<file path="src/rtl/mem_port_arbiter.sv">
`default_nettype none
// ============================================================================
// Module   : mem_port_arbiter
// Brief    : Three-requester arbiter/sequencer in front of a single-port
//            memory controller (fixed-priority / round-robin, starvation cap).
// Revision : 1.0
// ============================================================================
module mem_port_arbiter #(
    parameter int AW           = 32,
    parameter int DW           = 32,
    parameter int STARVE_LIMIT = 16
) (
    input  logic            clk,
    input  logic            rst_n,
    input  logic [1:0]      mode,
    input  logic [2:0]      req_valid,
    output logic [2:0]      req_ready,
    input  logic [2:0]      req_we,
    input  logic [3*AW-1:0] req_addr,
    input  logic [3*DW-1:0] req_wdata,
    output logic [2:0]      rsp_valid,
    output logic [DW-1:0]   rsp_rdata,
    output logic            mem_req,
    output logic            mem_we,
    output logic [AW-1:0]   mem_addr,
    output logic [DW-1:0]   mem_wdata,
    input  logic            mem_ack,
    input  logic [DW-1:0]   mem_rdata,
    output logic [1:0]      grant_id,
    output logic            busy
);

    localparam logic [1:0] c_idle         = 2'd0;
    localparam logic [1:0] c_issue        = 2'd1;
    localparam logic [1:0] c_resp         = 2'd2;
    localparam logic [7:0] c_starve_limit = 8'(STARVE_LIMIT);

    logic [1:0]    r_state;
    logic [1:0]    w_state_nxt;
    logic [1:0]    r_rr_ptr;
    logic [1:0]    r_grant_id;
    logic          r_we;
    logic [AW-1:0] r_addr;
    logic [DW-1:0] r_wdata;
    logic [DW-1:0] r_rsp_rdata;
    logic [7:0]    r_wait [3];

    logic [2:0]    w_starved;
    logic          w_win_valid;
    logic [1:0]    w_win_id;
    logic [1:0]    w_cand;
    logic          w_accept;

    function automatic logic [1:0] f_fixed_prio(input logic [1:0] m, input logic [1:0] rank);
        logic [1:0] id;
        case (m)
            2'b01:   id = (rank == 2'd0) ? 2'd1 : ((rank == 2'd1) ? 2'd0 : 2'd2);
            2'b10:   id = 2'd2 - rank;
            default: id = rank;
        endcase
        return id;
    endfunction

    function automatic logic [1:0] f_rr_index(input logic [1:0] ptr, input logic [1:0] off);
        logic [2:0] sum;
        sum = {1'b0, ptr} + {1'b0, off};
        if (sum >= 3'd3) begin
            sum = sum - 3'd3;
        end
        return sum[1:0];
    endfunction

    generate
        for (genvar gi = 0; gi < 3; gi++) begin : g_starve
            assign w_starved[gi] = req_valid[gi] && (r_wait[gi] == c_starve_limit);
        end
    endgenerate

    // Scan from lowest to highest rank; the last hit is the highest-ranked winner.
    always_comb begin : arbitrate
        w_win_valid = 1'b0;
        w_win_id    = 2'd0;
        w_cand      = 2'd0;
        if (|w_starved) begin
            for (int k = 2; k >= 0; k--) begin
                if (w_starved[k]) begin
                    w_win_valid = 1'b1;
                    w_win_id    = 2'(k);
                end
            end
        end else begin
            for (int k = 2; k >= 0; k--) begin
                w_cand = (mode == 2'b11) ? f_rr_index(r_rr_ptr, 2'(k)) : f_fixed_prio(mode, 2'(k));
                if (req_valid[w_cand]) begin
                    w_win_valid = 1'b1;
                    w_win_id    = w_cand;
                end
            end
        end
    end

    always_comb begin : fsm_next
        w_state_nxt = r_state;
        w_accept    = 1'b0;
        case (r_state)
            c_idle: begin
                if (w_win_valid) begin
                    w_accept    = 1'b1;
                    w_state_nxt = c_issue;
                end
            end
            c_issue: begin
                if (mem_ack) begin
                    w_state_nxt = c_resp;
                end
            end
            c_resp:  w_state_nxt = c_idle;
            default: w_state_nxt = c_idle;
        endcase
    end

    always_ff @(posedge clk or negedge rst_n) begin : fsm_state
        if (!rst_n) begin
            r_state <= c_idle;
        end else begin
            r_state <= w_state_nxt;
        end
    end

    always_ff @(posedge clk or negedge rst_n) begin : datapath
        if (!rst_n) begin
            r_rr_ptr    <= 2'd0;
            r_grant_id  <= 2'd0;
            r_we        <= 1'b0;
            r_addr      <= '0;
            r_wdata     <= '0;
            r_rsp_rdata <= '0;
        end else begin
            if (w_accept) begin
                r_grant_id <= w_win_id;
                r_we       <= req_we[w_win_id];
                r_addr     <= req_addr[w_win_id*AW +: AW];
                r_wdata    <= req_wdata[w_win_id*DW +: DW];
                r_rr_ptr   <= (w_win_id == 2'd2) ? 2'd0 : w_win_id + 2'd1;
            end
            if ((r_state == c_issue) && mem_ack) begin
                r_rsp_rdata <= r_we ? '0 : mem_rdata;
            end
        end
    end

    always_ff @(posedge clk or negedge rst_n) begin : wait_counters
        if (!rst_n) begin
            for (int i = 0; i < 3; i++) begin
                r_wait[i] <= 8'd0;
            end
        end else begin
            for (int i = 0; i < 3; i++) begin
                if (req_valid[i] && !req_ready[i]) begin
                    if (r_wait[i] < c_starve_limit) begin
                        r_wait[i] <= r_wait[i] + 8'd1;
                    end
                end else begin
                    r_wait[i] <= 8'd0;
                end
            end
        end
    end

    // Ready is gated by rst_n so nothing is accepted while reset is held.
    assign req_ready = (w_accept && rst_n) ? (3'b001 << w_win_id) : 3'b000;
    assign rsp_valid = (r_state == c_resp) ? (3'b001 << r_grant_id) : 3'b000;
    assign rsp_rdata = r_rsp_rdata;
    assign mem_req   = (r_state == c_issue);
    assign mem_we    = (r_state == c_issue) && r_we;
    assign mem_addr  = r_addr;
    assign mem_wdata = r_wdata;
    assign grant_id  = r_grant_id;
    assign busy      = (r_state != c_idle);

endmodule
`default_nettype wire

</file>
<file path="config.mk">
export PLATFORM = sky130hd
export DESIGN_NAME = mem_port_arbiter
export DESIGN_NICKNAME = d
export VERILOG_FILES = /design/src/rtl/mem_port_arbiter.sv
export SDC_FILE = /design/constraint.sdc
export NUM_CORES = 1
export LEC_CHECK = 0
export CORE_MARGIN = 8
export CORE_UTILIZATION = 30
export DETAILED_ROUTE_END_ITERATION = 8
export DONT_BUFFER_PORTS = 1
export GPL_TIMING_DRIVEN = 0
export PLACE_DENSITY = 0.54
export SYNTH_ARGS = -nofsm -noshare
export SYNTH_HDL_FRONTEND = slang
export SYNTH_SLANG_ARGS = --single-unit
</file>
<file path="constraint.sdc">
create_clock -name clk -period 4 [get_ports clk]
set_input_delay 0.8 -clock clk [delete_from_list [all_inputs] [get_ports clk]]
set_output_delay 0.8 -clock clk [all_outputs]
set_load 0.02 [all_outputs]
</file>
# After elaboration in Yosys (flattened, before gate mapping)
# Cells that the tools add are included.
[word_totals]
register_bits = 127
latch_bits = 0
ram_bits = 0
rom_bits = 0
input_bits = 235
wordCells = 115
n_memories = 0
[classes]
add_sub_neg = 9
mul = 0
n_div = 0
n_lt_le_gt_ge = 10
eq_ne = 14
shift = 4
mux = 52
n_bitwise = 0
reduce_logical = 16
[op_table]
columns = ["cell", "count"]
rows = [
  ["96-bit by 8-bit variable part select with 32-bit output", 2],
  ["8-bit two-way mux", 6],
  ["2-bit two-way mux", 23],
  ["32-bit two-way mux", 1],
  ["8-bit by 1-bit adder with 8-bit output, second input constant", 3],
  ["8-bit by 5-bit equality test with 1-bit output, second input constant", 3],
  ["8-bit by 5-bit less-than comparator with 1-bit output, second input constant", 3],
  ["1-bit two-way mux", 14],
  ["2-bit by 3-bit less-than comparator with 1-bit output, second input constant", 4],
  ["1-bit logical AND", 9],
  ["1-bit binary-select mux with 2-bit select", 4],
  ["2-bit equality test, second input constant", 4],
  ["2-bit by 1-bit != test with 1-bit output, second input constant", 4],
  ["2-bit case mux with 2 select lines", 2],
  ["3-bit by 2-bit greater-or-equal comparator with 1-bit output, second input constant", 2],
  ["3-bit two-way mux", 2],
  ["1-bit by 2-bit left shift with 3-bit output, first input constant", 2],
  ["2-bit subtractor, second input constant", 3],
  ["2-bit by 1-bit equality test with 1-bit output, second input constant", 2],
  ["2-bit by 1-bit adder with 3-bit output, second input constant", 1],
  ["2-bit by 2-bit adder with 3-bit output, second input constant", 1],
  ["1-bit logical NOT", 3],
  ["3-bit OR reduction", 1],
  ["2-bit by 1-bit adder with 2-bit output, second input constant", 1],
  ["other kinds (5)", 5],
]

# Depth between registers and ports, before layout
# Gate-level depths: netlist of the first run.
[depth]
ltp_word = 18
ltp_mapped = 11
ltp_nobuf = 9

# Worst setup path before layout of the first run
# Ideal clock, no wire load.
[synth_path]
path_kind = "input port to output port"
start = "input port req_valid[1]"
end = "output port req_ready[1]"
t_arrival_ns = 2.609
t_required_ns = 3.200
setup_slack_ns = 0.591
path_stages = 8
n_path_buf = 2
cell_sequence = "clkbuf_1 > nand2_1 > or4_1 > o211a_2 > a21o_1 > buf_2 > a2111o_1 > inv_1"
[synth_via]
elab_chain_cells = 10
word_cells_on_any_way = 25
cone_classes = "1 x shift; 21 x mux; 3 x reduce/logical"
[synth_lines]
columns = ["element", "line", "source"]
rows = [
  ["start: declaration", "16", "input logic [2:0] req_valid,"],
  ["1-bit binary-select mux with 2-bit select", "94", "if (req_valid[w_cand]) begin"],
  ["1-bit two-way mux (implied by the code)", "94", ""],
  ["1-bit two-way mux (3 in a row)", "94", ""],
  ["1-bit two-way mux", "84", "if (|w_starved) begin"],
  ["1-bit two-way mux", "107", "if (w_win_valid) begin"],
  ["1-bit two-way mux", "105", "case (r_state)"],
  ["1-bit logical AND", "171", "assign req_ready = (w_accept && rst_n) ? (3'b001 << w_win_id) : 3'b000;"],
  ["3-bit two-way mux *", "171", ""],
  ["end: declaration", "17", "output logic [2:0] req_ready,"],
]
# Mark *: on every way between the ends. The rest lies on a longest branch, timed or not. The select of a mux whose other input is x is not followed.

# Final worst setup path of the first run
[layout_path]
start = "register r_rr_ptr[0]"
end = "output port req_ready[1]"
[layout_via]
elab_chain_cells = 15
word_cells_on_any_way = 36
cone_classes = "5 x add/sub; 3 x order compare; 1 x shift; 26 x mux; 1 x reduce/logical"
[layout_lines]
columns = ["element", "line", "source"]
rows = [
  ["start: declaration", "40", "logic [1:0] r_rr_ptr;"],
  ["start signal: assignment", "144", "r_rr_ptr <= (w_win_id == 2'd2) ? 2'd0 : w_win_id + 2'd1;"],
  ["2-bit by 2-bit adder with 3-bit output", "66", "sum = {1'b0, ptr} + {1'b0, off};"],
  ["3-bit by 2-bit greater-or-equal comparator with 1-bit output or 2-bit subtractor (tied branches)", "67, 68", ""],
  ["2-bit two-way mux", "67", "if (sum >= 3'd3) begin"],
  ["2-bit two-way mux", "84", ""],
  ["2-bit two-way mux", "93", "w_cand = (mode == 2'b11) ? f_rr_index(r_rr_ptr, 2'(k)) : f_fixed_prio(mode, 2'(k));"],
  ["1-bit binary-select mux with 2-bit select", "94", ""],
  ["1-bit two-way mux (implied by the code)", "94", ""],
  ["1-bit two-way mux (3 in a row)", "94", ""],
  ["1-bit two-way mux", "84", ""],
  ["1-bit two-way mux", "107", ""],
  ["1-bit two-way mux", "105", ""],
  ["1-bit logical AND", "171", ""],
  ["3-bit two-way mux *", "171", ""],
]
# Marks and branches as above.

==> results.txt, run 1 <==
The run finished with clean final reports. The post-route DRC violation count is 0. The number of distinct library cell variants in the gate-level netlist after synthesis is 51. The detailed-route wire length is between 20000 and 30000 microns. The tightest slew margin relative to the limit came out at 0.2585. The power per standard cell area is 837.0 nW/um^2. The congestion estimate from routability-driven global placement came to 0.8474.

The total congestion overflow after global routing is 0. 342 I/O pins were placed. In the final layout, flip-flops and latches occupy 3178 sq um. The area of the die is 27550 sq um.

The worst-path maximum fanout came out at 10. The worst hold path belongs to the class primary input to asynchronous set/reset pin. The largest net degree at the start of global routing came out at approximately 130.

The share of synthesized registers carrying an async set or reset came out at 1.000. The y dimension of the die is around 170 microns. The setup-violating endpoint count in the final report came out at 0. Hold timing on the final database bottoms out at a slack of between 0.08 and 0.09 ns. The depth of the worst register-to-register path is 9. The count of pins over their slew limit was 0. The average via count per standard cell is around 5.5. Data on the critical path arrives at its endpoint at 3.00 ns.

In the synthesized netlist the dominant register cell turns out to be sky130_fd_sc_hd__dfrtp_1. In this run, the number of DRC markers left after iteration 0 of detailed routing was 415. The portion of total power attributed to sequential cells came out at 0.431. The number of nets in the layout is approximately 1000. The count of hold-fix buffers inserted at cts is 0. The slew at the pin with the worst max-slew slack came out at 1.097 ns.

The count of synthesis-stage warnings from yosys came out at 0. The cell occurring most often along the worst timing path is sky130_fd_sc_hd__o211ai_1. Derived from the worst setup path, the maximum achievable clock frequency is 0.2628 GHz. The signal on the critical path passes through inv_1, ha_1, nand4bb_1, nand4_1, o211ai_1, o211ai_1, buf_4, a2111o_1, inv_2.

The first-pass GRT wire length came out at 40100 microns. The area of the core region is about 22000 sq um. The via count of the routed design came out at 6020. In the final layout, the multi-input gates occupy 3271 sq um. For this run, the total global-route usage over all layers was measured as 0.1889. The number of detailed-routing iterations run before antenna repair is 5.

The worst register-to-register path ends at r_state[0]$_DFFE_PN0P_. The clock root buffer is sky130_fd_sc_hd__clkbuf_16. The portion of the post-synthesis area used by sequential elements is 0.4709. The worst setup path is captured at a primary output.

The count of buffers added on input and output ports is 0. The number of antenna violations at the first check in global routing came out at 1. In the final layout, the share of cells above drive strength 1 is 0.08025.

The count of filler cells inserted in the layout is between 2000 and 2500. STA puts the critical path data required time at 3.20 ns. The clock passes through at most 2 buffers. Setup slack on the worst reg-to-reg path comes out at 0.72 ns. The summed negative setup slack over all endpoints is 0 ns. The switching power of the nets came out at 2.960 mW.

The share of total power dissipated in combinational logic is 0.317. The die is 166.0 microns wide. The part of the cycle the worst path needs is 0.9511.

Synthesis inferred 127 register bits. After clock tree synthesis, the clock-pin slew on the worst setup and hold paths is ~0.06 ns. The worst path buffer plus inverter count came out at 3.

The count of mapped cells out of synthesis is 773. The number of nets produced by synthesis is 1017. The family of cells with the greatest summed delay on the critical path is compound AO/OA/AOI/OAI gates.

CTS saw 127 sinks. The critical path class is register to primary output. The number of antenna cells inserted came out at 0.

The highest ir drop seen on vdd is 0.3352 mV. The final worst setup slack came out at between 0.15 and 0.2 ns. The via count of the first global-routing pass is ~6000. Across the run, the number of max-cap violations was 0.

The maximum clock skew at final layout came out at 0.01447 ns. The minimum clock period is roughly 3.8 ns. The worst slack at placement came out at -0.1919 ns. The count of flip-flops with a built-in enable after synthesis came out at 0. The standard-cell row count is 55. The number of levels in the clock H-tree is 4.

The HPWL after detailed placement came out at 20290 microns. For this design, the slowest cell found on the critical path is sky130_fd_sc_hd__a2111o_1. The wire length per cell after detailed routing came out at 24.36 microns. The detail route stage leaves a number of antenna-violating nets equal to 0. The share of power burned in the clock network came out at 0.253. The switching part of the total power came out at 0.4527. The maximum cell stage delay along the critical path came out at around 0.51 ns.

The design internal power is ~3.6 mW. The insertion delay of the later-clocked pin in the worst-skew pair is 0.42 ns. The leakage power came out at 3.322 nW. The netlist area before placement came out at 6749 sq um. Tracing the worst setup path back leads to its startpoint at r_rr_ptr[0]$_DFFE_PN0P_. The worst register-to-register path begins at r_rr_ptr[0]$_DFFE_PN0P_. STA classifies the critical path startpoint as a register. Setup repair after global routing left no endpoint under its margin. The number of hold violations in the final report is 0. The mean instance size in the synthesized netlist came out at 8.731 sq um. The area growth from synthesis to layout is 15.74%. TritonCTS built the clock tree. In this run, CTS created clock tree buffers numbering 17.

The effective utilization at floorplan is 0.3018.
[power by group through the flow]
stage               combinational [mW]  sequential, mW  clock [mW]
finish                            2.07            2.82        1.65
CTS                               2.07            2.84        1.70
floorplan                         1.50            2.63           0
global route                      2.37            2.90        1.75
detailed placement                2.06            2.85           0
global placement                  2.03            2.85           0
[worst max-delay path by stage]
stage / endpoint / cells past startpoint / slack (ns)
finish: req_ready[1] / 9 / 0.20
global route: req_ready[2] / 9 / 0.01
CTS: req_ready[0] / 8 / -0.003
detailed placement: req_ready[0] / 8 / -0.19
global placement: req_ready[0] / 8 / -0.25
floorplan: req_ready[1] / 8 / 0.59
[registers in the layout, indices dropped and copies added, names as in the netlist]
| name | flops |
|---|---|
| rsp_rdata | 32 |
| mem_addr | 32 |
| r_we | 1 |
| grant_id | 2 |
| r_wait | 24 |
| r_state | 2 |
| mem_wdata | 32 |
| r_rr_ptr | 2 |
[cells in the final DEF (no fill, tap or decap), types with 4 or more instances in the layout]
| cell | n |
|---|---|
| sky130_fd_sc_hd__nand3_1 | 4 |
| sky130_fd_sc_hd__inv_1 | 14 |
| sky130_fd_sc_hd__xor2_1 | 4 |
| sky130_fd_sc_hd__a21boi_0 | 61 |
| sky130_fd_sc_hd__nand2_1 | 119 |
| sky130_fd_sc_hd__clkbuf_16 | 17 |
| sky130_fd_sc_hd__nand2b_1 | 37 |
| sky130_fd_sc_hd__buf_2 | 8 |
| sky130_fd_sc_hd__ha_1 | 9 |
| sky130_fd_sc_hd__o21ai_1 | 31 |
| sky130_fd_sc_hd__o21ai_0 | 140 |
| sky130_fd_sc_hd__xnor2_1 | 5 |
| sky130_fd_sc_hd__buf_4 | 6 |
| sky130_fd_sc_hd__a31oi_1 | 65 |
| sky130_fd_sc_hd__clkbuf_1 | 48 |
| sky130_fd_sc_hd__nand4_1 | 7 |
| sky130_fd_sc_hd__nor2_1 | 13 |
| sky130_fd_sc_hd__and3_1 | 16 |
| sky130_fd_sc_hd__dfrtp_1 | 127 |
| sky130_fd_sc_hd__a21boi_1 | 4 |
| sky130_fd_sc_hd__nor3_1 | 4 |
[layer usage]
layer / routed length [microns] / track usage / share of wire
met2: 13180 / 0.3261 / 0.49
met5: 8 / 0 / 0.00030
met4: 320 / 0.03953 / 0.012
met1: 10450 / 0.2118 / 0.39
met3: 2709 / 0.08462 / 0.10
[cells in the mapped netlist, types with 4 or more instances]
library cell | count | share of area
sky130_fd_sc_hd__and3_1 | 16 | 0.015
sky130_fd_sc_hd__ha_1 | 9 | 0.017
sky130_fd_sc_hd__a21boi_0 | 61 | 0.068
sky130_fd_sc_hd__buf_2 | 10 | 0.0074
sky130_fd_sc_hd__nand2b_1 | 37 | 0.034
sky130_fd_sc_hd__nor3_1 | 4 | 0.0030
sky130_fd_sc_hd__nand4_1 | 7 | 0.0065
sky130_fd_sc_hd__inv_1 | 16 | 0.0089
sky130_fd_sc_hd__nor2_1 | 13 | 0.0072
sky130_fd_sc_hd__dfrtp_1 | 127 | 0.47
sky130_fd_sc_hd__a31oi_1 | 65 | 0.060
sky130_fd_sc_hd__nand3_1 | 4 | 0.0030
sky130_fd_sc_hd__nand2_1 | 119 | 0.066
sky130_fd_sc_hd__xor2_1 | 4 | 0.0052
sky130_fd_sc_hd__a21boi_1 | 4 | 0.0044
sky130_fd_sc_hd__o21ai_1 | 31 | 0.023
sky130_fd_sc_hd__xnor2_1 | 5 | 0.0065
sky130_fd_sc_hd__o21ai_0 | 140 | 0.10
sky130_fd_sc_hd__clkbuf_1 | 51 | 0.028
[through the flow]
step,power (mW),cells,utilization,cell area (sq um)
finish,6.538,1095,0.3493,7811
global route,7.019,1095,0.3493,7811
CTS,6.602,1090,0.3464,7747
detailed placement,4.909,1058,0.3177,7106
global placement,4.880,1058,0.3177,7106
floorplan,4.124,773,-,6749
[logic make-up after synthesis]
kind of cell,share of synthesized area
AOI/OAI and AO/OA,0.2822
and+or+nand+nor,0.1674
DFF,0.4709
buffers and inverters,0.04968
xor gates and xnor gates,0.01168
adders and majority gates,0.01669
muxes,0.001483
[layout make-up]
cell class / count / area share
clock buffer: 20 / 0.05975
multi-input combinational: 566 / 0.4187
sequential: 127 / 0.4069
buffer: 64 / 0.03636
inverter: 16 / 0.007689
tap: 285 / 0.04565
timing repair buffer: 5 / 0.004805
clock inverter: 12 / 0.02018
[repair_timing]
action                                  CTS  global route
resized for setup                         6             7
buffers inserted                          0             5
endpoints found under the setup margin    3             3
pin swaps                                 0             3
Power figures use the tool's default switching activity.
==> inputs of run 2 (changes only) <==
- CTS_CLUSTER_SIZE: default -> 8
- PLACE_DENSITY: 0.54 -> default
==> results.txt, run 2 (synthesis gave the netlist of run 1 again) <==
The flow ran to the end, and the final reports show no timing, DRC or antenna violations. The standard-cell row count came to 55 (unchanged). The share of final-layout standard cells stronger than drive strength 1 came out at 0.07540 (-0.004845). The critical path data arrival time is 3.03 ns (+0.03 ns).

The number of hold violations in the final report came out at 0 (unchanged). The power per standard cell area came out at 832.0 nW/um^2 (-0.60%). The wire length per cell after detailed routing came to 23.93 microns (-1.8%). The cell with the largest stage delay on the worst path is sky130_fd_sc_hd__a2111o_1. The I/O pin count is 342 (unchanged). The count of buffers inserted at the top-level ports came out at 0 (unchanged). The average via count per standard cell is 5.533 (+0.65%). The critical path class is register to primary output. The number of nets in the layout is 1040 (-0.096%). The maximum cell stage delay along the critical path came out at 0.51 ns (about the same). The y dimension of the die came out at 166.0 microns (unchanged). The number of violations of the max-capacitance limit is 0 (unchanged). The clock net sink count was 127 (unchanged). The via count of the first global-routing pass came out at 6302 (+2.4%).

The number of antenna violations at the first check in global routing is 1 (unchanged). The clock transition at the register clock pins on the worst setup and hold paths after CTS was 0.06 ns (about the same). The total congestion overflow after global routing is 0 (unchanged). The slew at the pin with the worst max-slew slack came out at 1.070 ns (-0.02656 ns). The setup-violating endpoint count in the final report came out at 0 (unchanged).

The number of levels in the clock H-tree came to 4 (unchanged). The area of all placed cells without fillers came out at 7754 sq um (-0.74%). The library cell used most frequently in the layout, excluding fill and tap cells, is sky130_fd_sc_hd__o21ai_0. The data required time of the worst path is 3.20 ns (about the same). The tightest slew margin relative to the limit was 0.2765 (+0.01796). The final RePlAce weighted congestion is 0.8499 (+0.30%). TritonCTS built the clock tree. The minimum clock period is 3.829 ns (+0.02471 ns). Setup repair after global routing left no endpoint under its margin.

The count of pins over their slew limit is 0 (unchanged). The part of the cycle the worst path needs came out at 0.9573 (+0.006178). The count of hold-fix buffers inserted at cts is 0 (unchanged). The maximum clock skew at final layout is 0.01466 ns (+0.0001841 ns).

The insertion delay of the later-clocked pin in the worst-skew pair came out at 0.42 ns (about the same). The detailed-route wire length is 26200 microns (-1.8%). The worst path buffer plus inverter count came out at 3 (unchanged). The area of placed instances came to 7106 sq um (unchanged). The worst-path maximum fanout came to 10 (unchanged).

The achievable frequency is 0.2612 GHz (-0.65%). The via count of the routed design came out at 6059 (+0.65%). The number of nets with antenna violations after routing came out at 0 (unchanged). The HPWL after detailed placement was 20110 microns (-0.88%). The post-synthesis to final-layout area growth is 14.89%. The worst setup path is launched from a register.

The post-route DRC violation count is 0 (unchanged). The x dimension of the die is 166.0 microns (unchanged). STA classifies the critical path endpoint as a primary output. The effective utilization at floorplan came out at 0.3018 (unchanged). The largest net degree at the start of global routing came out at 131 (unchanged). The summed negative setup slack over all endpoints is 0 ns (unchanged). The tree is rooted in a sky130_fd_sc_hd__clkbuf_16. The area of the core region was 22370 sq um (unchanged). Broken down by cell family, the worst path's largest delay share belongs to compound AO/OA/AOI/OAI gates. The worst-case hold slack was 0.08783 ns (-0.001893 ns). The buffer levels on the longest clock path is 2 (unchanged). The leakage power is 3.293 nW (-0.85%). The worst hold path belongs to the class primary input to asynchronous set/reset pin. The DRC marker count from the first detailed-route iteration came to 449 (+8.2%).

The post-layout utilization of the core came out at 0.3467 (-0.002574). The area of the die is 27550 sq um (unchanged). The number of buffers created by CTS came out at 17 (unchanged).

The number of detailed-routing iterations run before antenna repair came out at 5 (unchanged). Traced cell by cell, the critical path runs through inv_1, ha_1, and3b_1, nand4_1, o211ai_1, o211ai_1, clkbuf_4, a2111o_1, inv_1. The first-pass GRT wire length came out at 39400 microns (-1.8%). The overall fraction of global-route tracks in use came out at 0.1849 (-0.003993). The highest ir drop seen on vdd came out at 0.3534 mV (+5.5%).

The top cell types in the final layout, fill and taps aside, are sky130_fd_sc_hd__o21ai_0, sky130_fd_sc_hd__dfrtp_1, sky130_fd_sc_hd__nand2_1, sky130_fd_sc_hd__a31oi_1, sky130_fd_sc_hd__a21boi_0.
-- run 2: cell count changes in the layout (fill, tap and decap cells not counted), sizes merged --
| cell | previous run | this run |
|---|---|---|
| clkbuf | 72 | 70 |
| bufinv | 3 | 2 |
| clkinv | 4 | 3 |
| buf | 17 | 16 |
| diode | 0 | 1 |
| clkinvlp | 3 | 4 |
| inv | 18 | 21 |
-- run 2: per-layer routing --
metal,track usage,wire (microns),share of wire
met1,0.2103,10270,0.39
met2,0.3152,12740,0.49
met3,0.07345,2755,0.11
met4,0.05534,437,0.017
met5,0,0,0
-- run 2: repair_timing --
| action | CTS | global route |
|---|---|---|
| setup buffers | 1 | 3 |
| setup endpoints to repair | 3 | 2 |
| pin swaps | 1 | 3 |
| gates cloned | 0 | 0 |
| hold endpoints to repair | 0 | 0 |
| gates resized for setup | 4 | 5 |
-- run 2: path summary, 6_finish.rpt --
path | from | endpoint | slack (ns) | cells past startpoint
hold / removal | rst_n | rsp_rdata[19]$_DFFE_PN0P_ | 0.09 | 0
min in group clk | mem_ack | r_state[0]$_DFFE_PN0P_ | 0.50 | 1
setup reg to reg | r_rr_ptr[0]$_DFFE_PN0P_ | r_state[0]$_DFFE_PN0P_ | 0.76 | 9
max in group asynchronous | rst_n | mem_wdata[28]$_DFFE_PN0P_ | 3.72 | 0
hold reg to reg | r_wait[14]$_DFFE_PN0P_ | r_wait[14]$_DFFE_PN0P_ | 0.52 | 1
setup / recovery | r_rr_ptr[0]$_DFFE_PN0P_ | req_ready[1] | 0.17 | 9
-- run 2: area by class of cell --
| cell class | count | area, sq um |
|---|---|---|
| fill | 2362 | 14610 |
| multi-input combinational | 566 | 3258 |
| sequential | 127 | 3178 |
| clock buffer | 18 | 429.2 |
| tap | 285 | 356.6 |
| buffer | 64 | 282.8 |
| clock inverter | 14 | 156.4 |
| inverter | 16 | 60.06 |
| timing repair buffer | 4 | 30.03 |
| antenna | 1 | 2.502 |
-- run 2: stage by stage --
stage	total power, mW	setup slack, ns	instances
finish	6.451	0.1708	1095
global route	6.898	0.0002942	1095
CTS	6.511	0.003596	1091
detailed placement	4.915	-0.2332	1058
global placement	4.866	-0.2243	1058
floorplan	4.124	0.5906	773
-- run 2: where the power goes --
part | internal [mW] | switching [mW]
sequential | 1.79 | 1.01
clock | 0.928 | 0.630
combinational | 0.756 | 1.34
